`src/rtl/sort_pkg.sv`:
```
// Shared definitions for the sequential sorter: FSM encodings and
// elaboration-time helpers for sizing the compare schedule.
package sort_pkg;

  typedef logic [1:0] state_t;

  localparam state_t IDLE = 2'd0;
  localparam state_t CMP  = 2'd1;
  localparam state_t DONE = 2'd2;

  // Compare-and-swap steps for a full bubble sort of n elements.
  function automatic int ncmp(input int n);
    return n * (n - 1) / 2;
  endfunction

  function automatic int clog2(input int v);
    int r;
    r = 0;
    while ((1 << r) < v) r++;
    return r;
  endfunction

endpackage

```
`src/rtl/comp.sv`:
```
// 4-bit unsigned magnitude comparator, shared by the sorting engine.
module comp (
  input  logic [3:0] a,
  input  logic [3:0] b,
  output logic       greater,
  output logic       less,
  output logic       equal
);

  assign greater = (a > b);
  assign less    = (a < b);
  assign equal   = (a == b);

endmodule

```
`src/rtl/sort4_ctrl.sv`:
```
// Bubble-sort engine: one compare-and-swap per clock on a single shared
// comparator, fixed data-independent schedule of NCMP steps.
//
// state | meaning
// IDLE  | waiting for start, registers hold last result
// CMP   | one compare-and-swap per clock on pair (j, j+1)
// DONE  | one-cycle done pulse, result valid
module sort4_ctrl
  import sort_pkg::*;
#(
  parameter  int W    = 4,
  parameter  int N    = 4,
  localparam int NCMP = ncmp(N),
  localparam int CW   = clog2(NCMP + 1)
) (
  input  logic           clk,
  input  logic           rst,
  input  logic           start,
  input  logic           ascending,
  input  logic [N*W-1:0] din,
  output logic           busy,
  output logic           done,
  output logic [N*W-1:0] dout,
  output logic [CW-1:0]  swap_count
);

  localparam int IW = (clog2(N) > 0) ? clog2(N) : 1;
  localparam logic [IW-1:0] LAST = IW'(N - 2);

  state_t        state;
  logic [W-1:0]  work [N];
  logic          mode;
  logic [IW-1:0] i;
  logic [IW-1:0] j;
  logic [IW-1:0] jn;
  logic [W-1:0]  op_a;
  logic [W-1:0]  op_b;
  logic          gt;
  logic          lt;
  logic          eq;
  logic          do_swap;
  logic          last_pair;
  logic          final_step;

  assign jn   = j + IW'(1);
  assign op_a = work[j];
  assign op_b = work[jn];

  comp u_comp (
    .a      (op_a),
    .b      (op_b),
    .greater(gt),
    .less   (lt),
    .equal  (eq)
  );

  // Equal operands never swap, which keeps the sort stable.
  assign do_swap    = !eq && (mode ? gt : lt);
  assign last_pair  = (j == LAST - i);
  assign final_step = (i == LAST) && (j == '0);

  assign busy = (state == CMP) || (state == DONE);
  assign done = (state == DONE);

  for (genvar k = 0; k < N; k++) begin : g_dout
    assign dout[k*W +: W] = work[k];
  end

  always_ff @(posedge clk or posedge rst) begin
    if (rst) begin
      state      <= IDLE;
      mode       <= 1'b0;
      i          <= '0;
      j          <= '0;
      swap_count <= '0;
      for (int k = 0; k < N; k++) work[k] <= '0;
    end else begin
      case (state)
        IDLE: begin
          if (start) begin
            for (int k = 0; k < N; k++) work[k] <= din[k*W +: W];
            mode       <= ascending;
            i          <= '0;
            j          <= '0;
            swap_count <= '0;
            state      <= CMP;
          end
        end
        CMP: begin
          if (do_swap) begin
            work[j]    <= op_b;
            work[jn]   <= op_a;
            swap_count <= swap_count + CW'(1);
          end
          if (last_pair) begin
            j <= '0;
            i <= i + IW'(1);
          end else begin
            j <= jn;
          end
          if (final_step) state <= DONE;
        end
        DONE:    state <= IDLE;
        default: state <= IDLE;
      endcase
    end
  end

endmodule
```
`config.mk`:
```
export PLATFORM = sky130hd
export DESIGN_NAME = sort4_ctrl
export DESIGN_NICKNAME = d
export VERILOG_FILES = /design/src/rtl/sort_pkg.sv /design/src/rtl/comp.sv /design/src/rtl/sort4_ctrl.sv
export SDC_FILE = /design/constraint.sdc
export NUM_CORES = 1
export LEC_CHECK = 0
export BUFFER_PORTS_ARGS = -buffer_cell sky130_fd_sc_hd__buf_2
export CAP_MARGIN = 20
export CORE_MARGIN = 8
export CORE_UTILIZATION = 30
export DETAILED_ROUTE_END_ITERATION = 8
export HOLD_SLACK_MARGIN = 0.12
export PLACE_DENSITY_LB_ADDON = 0.08
export SYNTH_ARGS = -nofsm -noshare
export SYNTH_HDL_FRONTEND = slang
export SYNTH_SLANG_ARGS = --single-unit
```
`constraint.sdc`:
```
create_clock -name clk -period 4.4 [get_ports clk]
set_input_delay 0.22 -clock clk [delete_from_list [all_inputs] [get_ports clk]]
set_output_delay 0.22 -clock clk [all_outputs]
set_load 0.03 [all_outputs]
```
==> impl_metrics.json, run 1 <==
{
  "synthCells": 192,
  "worst_ep_required_time_ns": 4.58,
  "drc": 0,
  "ys_ff_latch": 26,
  "postRouteAntennaNets": 0,
  "worst_pin_slew_ns": 0.692,
  "ys_types": 35,
  "critPathMaxStageDelay_ns": 0.61,
  "relSlewSlack_pct": 53.8,
  "grt_max_degree": 27,
  "crit_slowest_cell": "mux4_2",
  "root_buffer": "clkbuf_8",
  "regArea_um2": 651,
  "hold_viol_final": 0,
  "postCtsSetupRepairBufs": 0,
  "cts.sinks": 26,
  "multi_input_area_mm2": 0.00127,
  "wl_um": 5920,
  "worstSkewPairLatency_ns": 0.28,
  "finalMaxSlewViolations": 0,
  "numCtsBuffers": 3,
  "grt_overflow_total": 0,
  "rsz0062_at_grt": "no",
  "ff2ff_setup_slack_ns": 0.57,
  "cts_buffer_depth": 2,
  "top_usage_layer": "met2",
  "core_region_area_mm2": 0.00664,
  "cp_cell_sequence": "inv_1, ha_1, mux4_2, inv_1, ha_1, a21oi_1, nor2b_1, a211oi_4, buf_4, o31ai_4, mux2_2",
  "whs_path_depth": 2,
  "synth_area_mm2": 0.00201,
  "crit_type": "reg -> reg",
  "synth.avg_cell_area_um2": 10.5,
  "cp-start-kind": "flop",
  "critical_path.startpoint": "j[1]",
  "n_antenna_cell": 0,
  "ios": 41,
  "skew_ns": 0.00220,
  "min_period_ns": 3.83,
  "drive_above_1_share_pct": 36.4,
  "die_area_mm2": 0.00957,
  "maxCapViolCount": 0,
  "gp_congestion": 0.768,
  "min_period_over_period_pct": 87.1,
  "tritoncts": "done",
  "start_util_pct": 30.2,
  "wl_per_cell_um": 19.0,
  "ys.warnings.count": 0,
  "antenna_found_initial": 0,
  "drt_pre_antenna_iters": 4,
  "cp.arrival_ns": 4.01,
  "rows": 30,
  "rr_worst_depth": 11,
  "r2r_end": "dout[3]",
  "grtUsageTotal_pct": 12.5,
  "postCtsHoldBufs": 1,
  "use_met2_pct": 20.3,
  "drt_iter0_markers": 64,
  "via_count": 1622,
  "htree_levels": 1,
  "met1_usage_pct": 16.8,
  "status": "completed",
  "fmax_mhz": 261,
  "endpoint_kind": "flop",
  "via_per_inst": 5.22,
  "yosysSeqAreaShare_pct": 32.4,
  "fp.dieW_um": 97.8,
  "hpwlAfterDp_um": 4510,
  "post_cts_resized": 0,
  "grt_use_met3_pct": 2.92,
  "setup_violations": 0,
  "grt_pass1_vias": 1763,
  "fill_cells": 674,
  "endpoint": "dout[3]",
  "syn-num-nets": 225,
  "grt_pass1_wl_um": 9520,
  "synthToLayoutAreaGrowth_pct": 18.4,
  "port_buffers": 40,
  "tns_ns": 0,
  "cp_max_fo": 8,
  "rr_startpoint": "j[1]",
  "nets": 265,
  "hold_class": "in -> reg",
  "fp.dieH_um": 97.8,
  "path_clk_slew_ns": 0.11
}
[area by class of cell]
cell class,count,share of cell area (%)
Multi-Input combinational cell,143,53.3
Sequential cell,26,27.4
Timing Repair Buffer,45,10.1
Tap cell,80,4.21
Inverter,13,2.05
Clock buffer,3,1.74
Clock inverter,1,1.26
[how the worst min path moves through the flow]
stage | from | end | slack, ns
2_1_floorplan | rst | dout[0] | 0.26
3_3_place_gp | rst | i[0] | 0.31
3_5_place_dp | rst | i[0] | 0.31
4_1_cts | ascending | mode | 0.17
5_1_grt | ascending | mode | 0.17
6_report | ascending | mode | 0.17
[flip-flops by register name, indices dropped and copies added, names as in the netlist]
name and flops:
i 2, swap_count 3, j 2, dout 16, state 2, mode 1
[layout by cell type, fill, tap and decap left out, types with 3 or more instances in the layout]
cell type,instances
o21ai_0,6
mux4_2,8
nand2_1,10
dfrtp_1,26
clkbuf_8,3
nor2_1,34
nor3_1,4
inv_1,13
mux2_2,5
buf_2,40
a21oi_1,3
o31ai_4,4
buf_4,4
ha_1,13
a221oi_1,16
mux2_4,12
nor2b_1,6
[Yosys cell counts]
cell type / n / area share, %
xor2_1: 2 / 0.87
mux2i_1: 1 / 0.50
a21boi_0: 1 / 0.37
o31ai_1: 2 / 0.75
nor2b_4: 1 / 0.69
o31a_2: 1 / 0.50
o2111a_2: 1 / 0.62
inv_1: 13 / 2.4
dfrtp_1: 26 / 32
ha_1: 13 / 8.1
a31oi_1: 1 / 0.31
a221oi_1: 16 / 7.0
nand4b_1: 1 / 0.44
o21a_1: 1 / 0.37
mux2_4: 12 / 9.0
or3_2: 1 / 0.37
o31ai_4: 4 / 4.2
mux4_2: 8 / 9.0
nand2_1: 10 / 1.9
o21ai_0: 6 / 1.5
buf_1: 1 / 0.19
a211oi_4: 1 / 1.0
and2b_2: 1 / 0.44
a21oi_1: 3 / 0.75
and4_2: 1 / 0.50
nor2b_1: 6 / 1.9
o32ai_1: 1 / 0.44
mux2_2: 5 / 2.8
nor2_1: 34 / 6.4
nand3_1: 2 / 0.50
or2_0: 1 / 0.31
o211ai_1: 2 / 0.75
clkbuf_1: 6 / 1.1
nor3_1: 4 / 1.0
buf_2: 3 / 0.75
[critical path, delay by kind of cell (launching register included)]
kind | cells | cell delay [ns]
multiplexers | 2 | 1.00
adder cells (fa/ha/maj) | 2 | 0.74
AO/OA/AOI/OAI | 3 | 0.71
flip-flops | 1 | 0.59
buffers and inverters | 3 | 0.43
AND/OR/NAND/NOR | 1 | 0.25
[per-stage QoR]
step / hold slack (ns) / cell area (um^2) / setup slack, ns / util [%] / cells
final: 0.168 / 2380 / 0.570 / 35.8 / 311
after global routing: 0.170 / 2380 / 0.318 / 35.8 / 311
after floorplan: 0.260 / 2010 / 0.621 / - / 192
after detailed placement: 0.313 / 2300 / 0.526 / 34.6 / 306
after CTS: 0.166 / 2380 / 0.492 / 35.8 / 311
after global placement: 0.310 / 2300 / 0.612 / 34.6 / 306
[layer usage]
metal / wire [um] / vias up
met5: 0 / -
met4: 25 / 0
met3: 238 / 2
met2: 2790 / 50
met1: 2860 / 788
li1: - / 782
[kinds of logic after synthesis]
logic type,count (synthesis),synth area share (%)
AND/OR/NAND/NOR,62,14.3
AO/OA/AOI/OAI,40,18.6
multiplexers,26,21.2
flip-flops,26,32.4
buffers and inverters,23,4.49
adder cells (fa/ha/maj),13,8.10
XOR/XNOR,2,0.872
Power of run 1 is left out: the tool's default activity adds up to more than one toggle a clock period on the data nets, which glitch-free logic cannot reach.
==> run 2, diff against run 1 <==
- CORE_UTILIZATION: 30 -> 45
==> impl_metrics.json, run 2 (synthesized netlist as in run 1, its figures left out) <==
{
  "status": "completed",
  "route.met2.wl_um": 2690,
  "fp.dieW_um": 82.8,
  "grt_pass1_wl_um": 8960,
  "hold_end": "mode",
  "largest_reg_flops": 16,
  "rsz0062_at_grt": "no",
  "ios": 41,
  "wl_per_cell_um": 19.2,
  "hpwlAfterDp_um": 4190,
  "tritoncts": "done",
  "worst_ep_required_time_ns": 4.56,
  "die_area_mm2": 0.00686,
  "mostFrequentLayoutCells": "40 x buf_2, 34 x nor2_1, 26 x dfrtp_1",
  "wl_um": 5430,
  "grt_max_degree": 27,
  "rr_startpoint": "j[1]",
  "cp.arrival_ns": 3.93,
  "numCtsBuffers": 3,
  "drt_pre_antenna_iters": 4,
  "start_util_pct": 46.4,
  "antenna_found_initial": 0,
  "relSlewSlack_pct": 54.2,
  "drc": 0,
  "path_clk_slew_ns": 0.10,
  "finalMaxSlewViolations": 0,
  "layout_commonest_cell": "buf_2",
  "drt_iter0_markers": 180,
  "via_per_inst": 5.96,
  "tns_ns": 0,
  "cp_cell_sequence": "inv_1, ha_1, mux4_2, inv_1, ha_1, and4_2, or2_0, o31ai_4, mux2_4",
  "crit_slowest_cell": "mux4_2",
  "highest_layer": "met4",
  "setup_violations": 0,
  "multi_input_area_mm2": 0.00127,
  "grt_pass1_vias": 1721,
  "min_period_over_period_pct": 85.6,
  "n_antenna_cell": 0,
  "port_buffers": 40,
  "cts_buffer_depth": 2,
  "min_period_ns": 3.77,
  "rows": 24,
  "fmax_mhz": 266,
  "worst_slack_ns": 0.635,
  "fp.dieH_um": 82.8,
  "final_util_pct": 54.3,
  "nets": 265,
  "via_count": 1686,
  "rr_worst_depth": 9,
  "holdWs_ns": 0.181,
  "post-place-ws_ns": 0.614,
  "whs_path_depth": 2,
  "drive_above_1_share_pct": 36.4,
  "cp-start-kind": "flop",
  "gp_congestion": 0.925,
  "worstSkewPairLatency_ns": 0.28,
  "wl_met1_um": 2340,
  "root_buffer": "clkbuf_8",
  "crit_type": "reg -> reg",
  "hold_viol_final": 0,
  "core_region_area_mm2": 0.00432,
  "postRouteAntennaNets": 0,
  "skew_ns": 0.00889,
  "htree_levels": 1,
  "hold_class": "in -> reg",
  "grtUsageTotal_pct": 15.7,
  "grt_overflow_total": 0,
  "ff2ff_setup_slack_ns": 0.63,
  "r2r_end": "dout[7]",
  "maxCapViolCount": 0,
  "postCtsSetupRepairBufs": 0,
  "endpoint_kind": "flop",
  "regArea_um2": 651,
  "cp_max_fo": 8,
  "critPathMaxStageDelay_ns": 0.60,
  "fill_cells": 419,
  "worst_pin_slew_ns": 0.686,
  "hp-start": "ascending",
  "wl_met3_um": 312,
  "cts.sinks": 26,
  "synthToLayoutAreaGrowth_pct": 16.9
}
## run 2: changes by cell type in the layout (fill, tap and decap cells not counted), sizes merged
cell	before	now
bufinv	1	0
clkbuf	3	4
## run 2: what timing repair did
item                                   4_1_cts  5_1_grt
hold buffers                                 0        1
resized for setup                            0        0
endpoints found under the hold margin        0        4
## run 2: area by class of cell
cell class,count,share of cell area [%]
clock buffer,4,2.35
inverter,13,2.08
tap,52,2.77
multi-input combinational,143,54.0
sequential,26,27.7
timing repair buffer,45,11.1
## run 2: worst max-delay path by stage
stage | slack (ns) | endpoint | start | depth (start not counted)
floorplan | 0.62 | dout[10] | j[0] | 12
global placement | 0.72 | dout[7] | j[1] | 10
detailed placement | 0.61 | dout[7] | j[1] | 9
CTS | 0.60 | dout[7] | j[1] | 9
global route | 0.42 | dout[4] | j[1] | 10
finish | 0.63 | dout[7] | j[1] | 9
## run 2: through the flow
| stage | std cells | cell area, um^2 |
|---|---|---|
| 2_1_floorplan | 192 | 2010 |
| 3_3_place_gp | 277 | 2250 |
| 3_5_place_dp | 277 | 2250 |
| 4_1_cts | 281 | 2310 |
| 5_1_grt | 283 | 2350 |
| 6_report | 283 | 2350 |
## run 2: critical path, delay by kind of cell, from the launching register on
family / cells / cell delay (ns)
muxes: 2 / 0.94
adders and majority gates: 2 / 0.72
and+or+nand+nor: 2 / 0.71
DFF: 1 / 0.57
AOI/OAI and AO/OA: 1 / 0.49
buffers and inverters: 2 / 0.23
## run 2: metal layers
layer / track usage (%) / up-vias
met3: 2.93 / 7
met4: 5.59 / 0
met2: 27.4 / 69
li1: - / 788
met5: 0 / -
met1: 18.5 / 822
Power of run 2 is left out for the same reason.
